$ cat src/rtl/lsu_mem_stage.sv
// Memory-stage load/store unit: turns an M-stage load/store into a req/gnt/rvalid
// data-memory access, stalls the pipeline until it completes, and returns extended load data.
module lsu_mem_stage #(
  parameter int TIMEOUT_CYCLES = 255,
  parameter int CNT_W          = 8
) (
  input  logic        clk_i,
  input  logic        rst_i,
  input  logic        m_valid_i,
  input  logic        m_load_i,
  input  logic        m_store_i,
  input  logic [1:0]  m_size_i,
  input  logic        m_unsigned_i,
  input  logic [31:0] m_addr_i,
  input  logic [31:0] m_store_data_i,
  output logic        dmem_req_o,
  output logic        dmem_we_o,
  output logic [3:0]  dmem_be_o,
  output logic [31:0] dmem_addr_o,
  output logic [31:0] dmem_wdata_o,
  input  logic        dmem_gnt_i,
  input  logic        dmem_rvalid_i,
  input  logic [31:0] dmem_rdata_i,
  output logic        stall_o,
  output logic        w_load_valid_o,
  output logic [31:0] w_load_data_o,
  output logic        misalign_o,
  output logic        bus_err_o
);

  typedef enum logic [1:0] {S_IDLE = 2'd0, S_REQ = 2'd1, S_WAIT = 2'd2} state_t;

  localparam logic [CNT_W-1:0] TO_LIM = CNT_W'(TIMEOUT_CYCLES);

  state_t      state_q, state_d;
  logic [31:0] addr_q, addr_d;
  logic [1:0]  size_q, size_d;
  logic        uns_q, uns_d;
  logic        load_q, load_d;
  logic [3:0]  be_q, be_d;
  logic [31:0] wdata_q, wdata_d;
  logic [CNT_W-1:0] cnt_q, cnt_d;
  logic        load_valid_q, load_valid_d;
  logic [31:0] load_data_q, load_data_d;
  logic        misalign_q, misalign_d;
  logic        bus_err_q, bus_err_d;

  logic        accept, misaligned, timeout, rsp_done;
  logic [3:0]  be_calc;
  logic [31:0] wdata_calc, rd_shift, rd_ext;
  logic [15:0] rd_half;

  assign accept     = (state_q == S_IDLE) & m_valid_i & (m_load_i | m_store_i);
  assign misaligned = (m_size_i == 2'b11) | ((m_size_i == 2'b01) & m_addr_i[0]) |
                      ((m_size_i == 2'b10) & (|m_addr_i[1:0]));
  // Timeout outranks a gnt/rvalid arriving in the same cycle.
  assign timeout    = (state_q != S_IDLE) & (cnt_q == TO_LIM);
  assign rsp_done   = (state_q == S_WAIT) & dmem_rvalid_i & ~timeout;

  always_comb begin
    be_calc    = 4'b1111;
    wdata_calc = m_store_data_i;
    case (m_size_i)
      2'b00: begin
        be_calc    = 4'b0001 << m_addr_i[1:0];
        wdata_calc = {4{m_store_data_i[7:0]}};
      end
      2'b01: begin
        be_calc    = 4'b0011 << m_addr_i[1:0];
        wdata_calc = {2{m_store_data_i[15:0]}};
      end
      default: ;
    endcase
  end

  always_comb begin
    rd_shift = dmem_rdata_i >> {addr_q[1:0], 3'b000};
    rd_half  = addr_q[1] ? dmem_rdata_i[31:16] : dmem_rdata_i[15:0];
    case (size_q)
      2'b00:   rd_ext = {{24{rd_shift[7] & ~uns_q}}, rd_shift[7:0]};
      2'b01:   rd_ext = {{16{rd_half[15] & ~uns_q}}, rd_half};
      default: rd_ext = dmem_rdata_i;
    endcase
  end

  always_comb begin
    state_d = state_q;
    case (state_q)
      S_IDLE: if (accept & ~misaligned) state_d = S_REQ;
      S_REQ: begin
        if (timeout)         state_d = S_IDLE;
        else if (dmem_gnt_i) state_d = load_q ? S_WAIT : S_IDLE;
      end
      S_WAIT: if (timeout | dmem_rvalid_i) state_d = S_IDLE;
      default: state_d = S_IDLE;
    endcase
  end

  always_comb begin
    addr_d       = addr_q;
    size_d       = size_q;
    uns_d        = uns_q;
    load_d       = load_q;
    be_d         = be_q;
    wdata_d      = wdata_q;
    cnt_d        = cnt_q;
    load_data_d  = load_data_q;
    if (accept & ~misaligned) begin
      addr_d  = m_addr_i;
      size_d  = m_size_i;
      uns_d   = m_unsigned_i;
      load_d  = m_load_i;
      be_d    = be_calc;
      wdata_d = wdata_calc;
    end
    if (accept)                     cnt_d = '0;
    else if (state_q != S_IDLE)     cnt_d = cnt_q + CNT_W'(1);
    if (rsp_done)                   load_data_d = rd_ext;
    load_valid_d = rsp_done;
    misalign_d   = accept & misaligned;
    bus_err_d    = timeout;
  end

  always_ff @(posedge clk_i or posedge rst_i) begin
    if (rst_i) begin
      state_q      <= S_IDLE;
      addr_q       <= '0;
      size_q       <= '0;
      uns_q        <= 1'b0;
      load_q       <= 1'b0;
      be_q         <= '0;
      wdata_q      <= '0;
      cnt_q        <= '0;
      load_valid_q <= 1'b0;
      load_data_q  <= '0;
      misalign_q   <= 1'b0;
      bus_err_q    <= 1'b0;
    end else begin
      state_q      <= state_d;
      addr_q       <= addr_d;
      size_q       <= size_d;
      uns_q        <= uns_d;
      load_q       <= load_d;
      be_q         <= be_d;
      wdata_q      <= wdata_d;
      cnt_q        <= cnt_d;
      load_valid_q <= load_valid_d;
      load_data_q  <= load_data_d;
      misalign_q   <= misalign_d;
      bus_err_q    <= bus_err_d;
    end
  end

  // Memory-side bus is zero whenever no request is outstanding.
  always_comb begin
    dmem_req_o   = (state_q == S_REQ) & ~timeout;
    dmem_we_o    = dmem_req_o & ~load_q;
    dmem_be_o    = dmem_req_o ? be_q : 4'b0000;
    dmem_addr_o  = dmem_req_o ? {addr_q[31:2], 2'b00} : 32'h0;
    dmem_wdata_o = dmem_req_o ? wdata_q : 32'h0;
    case (state_q)
      S_IDLE:  stall_o = accept & ~misaligned;
      S_REQ:   stall_o = ~timeout & ~(dmem_gnt_i & ~load_q);
      S_WAIT:  stall_o = ~timeout & ~dmem_rvalid_i;
      default: stall_o = 1'b0;
    endcase
    w_load_valid_o = load_valid_q;
    w_load_data_o  = load_data_q;
    misalign_o     = misalign_q;
    bus_err_o      = bus_err_q;
  end

endmodule

$ cat config.mk
export PLATFORM = sky130hd
export DESIGN_NAME = lsu_mem_stage
export DESIGN_NICKNAME = d
export VERILOG_FILES = /design/src/rtl/lsu_mem_stage.sv
export SDC_FILE = /design/constraint.sdc
export NUM_CORES = 1
export LEC_CHECK = 0
export CAP_MARGIN = 5
export CORE_AREA = 2 2 115 117
export DETAILED_ROUTE_END_ITERATION = 6
export DIE_AREA = 0 0 117 119
export GPL_TIMING_DRIVEN = 0
export PLACE_DENSITY = 0.95
export RECOVER_POWER = 100
export SLEW_MARGIN = 20
export SYNTH_ARGS = -nofsm -noshare
export SYNTH_HDL_FRONTEND = slang
export SYNTH_SLANG_ARGS = --single-unit
$ cat constraint.sdc
create_clock -name clk_i -period 11.6 [get_ports clk_i]
set_clock_uncertainty 0.2 [all_clocks]
set_input_delay 3.48 -clock clk_i [delete_from_list [all_inputs] [get_ports clk_i]]
set_output_delay 3.48 -clock clk_i [all_outputs]
set_load 0.005 [all_outputs]
==> flow_summary_export.csv <==
group,metric,value,unit
power_and_ir_drop,switching_share,0.3462,
clock_tree,cts_setup_buffers,0,
floorplan,coreArea,12870,sq um
setup_path,required,7.92,ns
clock_tree,postCtsResizedCells,0,
routing,wirelength,19.37,mm
layout,final_cells,1028,
logic_synthesis,synthesis.instances,612,
timing,tightest_slew,3.580,ns
logic_synthesis,yosysUniqueCellTypes,53,
layout,n_antenna_cell,0,
routing,met2_length,9.526,mm
timing,drv_slew,120,
clock_tree,clk_latency,0.41,ns
logic_synthesis,ys_async_sr_fraction,1.000,
power_and_ir_drop,p_switching,0.7689,mW
logic_synthesis,syn_area,6232,sq um
layout,final_common_cell,"dfrtp_1",
global_routing,grt_max_degree,67,
power_and_ir_drop,ir_drop,0.1373,mV
logic_synthesis,synth-main-ff-cell,"dfrtp_1",
floorplan,dieWidth,117,um
logic_synthesis,ys_ff_latch,117,
timing,fin_crit,10.12,ns
power_and_ir_drop,pwr-share-seq,0.322,
placement,place_ws,2.309,ns
clock_tree,clock-sinks,117,
placement,hpwl,14.22,mm
timing,period_share,0.8726,
layout,fin_nets,951,
global_routing,grt_use_total,0.2828,
routing,ant_nets,0,
setup_path,crit_arrival,6.44,ns
setup_path,critPathMaxStageDelay,0.62,ns
setup_path,cp-end-kind,"primary output",
clock_tree,holdBufCountCts,0,
floorplan,rows,42,
logic_synthesis,yosysWarnings,0,
setup_path,critical_path_class,"primary input to primary output",
global_routing,grt_pass1_wl,30.07,mm
clock_tree,cts_buffers,17,
routing,met3_length,2.127,mm
hold_path,min-delay-path-class,"flop to flop",
clock_tree,root_buffer,"clkbuf_16",
setup_path,start_kind,"primary input",
power_and_ir_drop,pwr-share-comb,0.436,
global_routing,antenna_found_initial,0,
routing,maxUsedRoutingLayer,"met4",
routing,wl_met1,7.224,mm
timing,finalWorstSetupSlack,1.478,ns
routing,drc_errors,0,
layout,final_cell_mix,"dfrtp_1 (117), dlygate4sd3_1 (106), clkdlybuf4s50_1 (100), nand2_1 (70), and3_1 (64)",
run_status,violations,"capacitance limit, slew limit",
power_and_ir_drop,power_leakage,4.171,nW
power_and_ir_drop,power-per-cell-area,250.0,nW/um^2
setup_path,cpMaxStageDelayCell,"dlygate4sd3_1",
floorplan,ioPinCount,212,
setup_path,critPathMaxFanout,10,
clock_tree,path_clk_slew,0.05,ns
timing,slew_headroom,-1.387,
global_routing,grt_pass1_vias,5757,
timing,setup_viol,0,
logic_synthesis,ys_seq_area_frac,0.4698,
setup_path,path_cells,"dlygate4sd3_1 > o211a_1 > o21ai_4 > clkbuf_1 > clkbuf_1 > a21oi_1 > dlygate4sd3_1",
clock_tree,cts_buffer_depth,2,
layout,final_layout_size_suffix_gt1_frac,0.06808,
routing,viasPerCell,5.538,
placement,placed_area,8551,sq um
run_status,status,"finished with violations",
timing,hold_violations,0,
timing,finalSetupTns,0,ns
routing,first_pass_iters,6,
layout,area_growth,42.54,%
logic_synthesis,synth_edf_count,0,
clock_tree,htree_levels,4,
run,max_cap_violations,2,
timing,max_clock_freq,0.09879,GHz
placement,port_buffers,206,
power_and_ir_drop,p_int,1.452,mW
floorplan,start_util,0.4841,
logic_synthesis,syn_avg_cell_area,10.18,sq um
routing,dr.first_iter.drc_count,405,
placement,place.gp.congestion,0.9180,
power_and_ir_drop,p_clk_frac,0.242,
routing,post_drt_wl_per_cell,18.84,um
routing,vias,5693,
placement,dpl.cell_count,996,
floorplan,fp.dieH,119,um
layout,stdcell_area,8884,sq um
clock_tree,cts_tree,"built",
global_routing,grt_overflow_total,0,
timing,grt_setup_unrepaired,"no",
floorplan,die-area,13920,sq um
-- layout make-up --
type | instances | area (sq um)
Clock buffer | 17 | 425.4
Buffer | 48 | 203.9
Clock inverter | 15 | 181.4
Timing Repair Buffer | 207 | 2066
Fill cell | 974 | 3991
Tap cell | 176 | 220.2
Inverter | 10 | 38.79
Multi-Input combinational cell | 438 | 2820
Sequential cell | 117 | 2928
-- synth_stat cells (3+ instances only) --
| library cell | instances | share of area |
|---|---|---|
| nand2b_1 | 9 | 0.0090 |
| buf_6 | 11 | 0.020 |
| clkbuf_1 | 19 | 0.011 |
| inv_1 | 10 | 0.0060 |
| buf_2 | 13 | 0.010 |
| nor2b_1 | 9 | 0.0090 |
| or3_1 | 8 | 0.0080 |
| a21oi_1 | 46 | 0.037 |
| buf_4 | 3 | 0.0036 |
| mux2_4 | 43 | 0.10 |
| nor3_1 | 4 | 0.0032 |
| xor2_1 | 4 | 0.0056 |
| mux2i_1 | 40 | 0.064 |
| nor2_1 | 42 | 0.025 |
| nand3_1 | 3 | 0.0024 |
| and3_1 | 64 | 0.064 |
| o21ai_0 | 48 | 0.039 |
| o21ai_1 | 4 | 0.0032 |
| nand2_1 | 70 | 0.042 |
| ha_1 | 6 | 0.012 |
| dfrtp_1 | 117 | 0.47 |
-- flip-flops by register name, indices dropped and copies added, names as in the netlist, 2 cells and up --
name           flops
cnt_q              8
be_q               4
state_q            2
addr_q            32
size_q             2
w_load_data_o     32
wdata_q           32
-- metrics by stage --
| stage | util | power [mW] | hold slack [ns] |
|---|---|---|---|
| floorplan | - | 1.254 | 0.2415 |
| global placement | 0.6616 | 1.779 | 0.2538 |
| detailed placement | 0.6641 | 1.822 | 0.2645 |
| CTS | 0.7113 | 2.374 | 0.2770 |
| global route | 0.6900 | 2.369 | 0.3024 |
| finish | 0.6900 | 2.221 | 0.2720 |
-- critical path, delay by kind of cell --
kind                   cells  cell delay (ns)
buffers and inverters      4             2.30
AO/OA/AOI/OAI              3             0.67
-- power by group through the flow --
stage / clock network (mW) / registers, mW / logic [mW]
6_report: 0.537 / 0.716 / 0.968
2_1_floorplan: 0 / 0.689 / 0.565
4_1_cts: 0.542 / 0.717 / 1.12
5_1_grt: 0.565 / 0.737 / 1.07
3_5_place_dp: 0 / 0.716 / 1.11
3_3_place_gp: 0 / 0.706 / 1.07
-- metal layers --
| metal | GRT usage | vias up |
|---|---|---|
| met5 | 0 | - |
| met3 | 0.1013 | 54 |
| li1 | - | 2584 |
| met4 | 0.1022 | 0 |
| met2 | 0.4747 | 334 |
| met1 | 0.3307 | 2721 |
-- final timing paths --
check	slack, ns	depth (start not counted)	from	to
min in group asynchronous	3.96	2	rst_i	w_load_data_o[5]
worst min register to register	0.27	2	w_load_data_o[7]	w_load_data_o[7]
worst min-delay path	0.27	2	w_load_data_o[7]	w_load_data_o[7]
worst max register to register	8.68	8	state_q[0]	w_load_data_o[18]
worst max-delay path	1.48	7	m_load_i	stall_o
max in group asynchronous	3.07	3	rst_i	addr_q[29]
-- logic make-up (layout without fill, tap and decap cells) --
family | count (synthesis) | after routing | share of synthesized area
XOR/XNOR | 5 | 5 | 0.007026
buffers and inverters | 58 | 297 | 0.05260
multiplexers | 84 | 84 | 0.1696
AO/OA/AOI/OAI | 113 | 113 | 0.1006
other | 1 | 2 | 0.0006017
adder cells (fa/ha/maj) | 6 | 6 | 0.01205
flip-flops | 117 | 117 | 0.4698
AND/OR/NAND/NOR | 228 | 228 | 0.1877
Note: power is estimated with default switching activity, not from simulation.
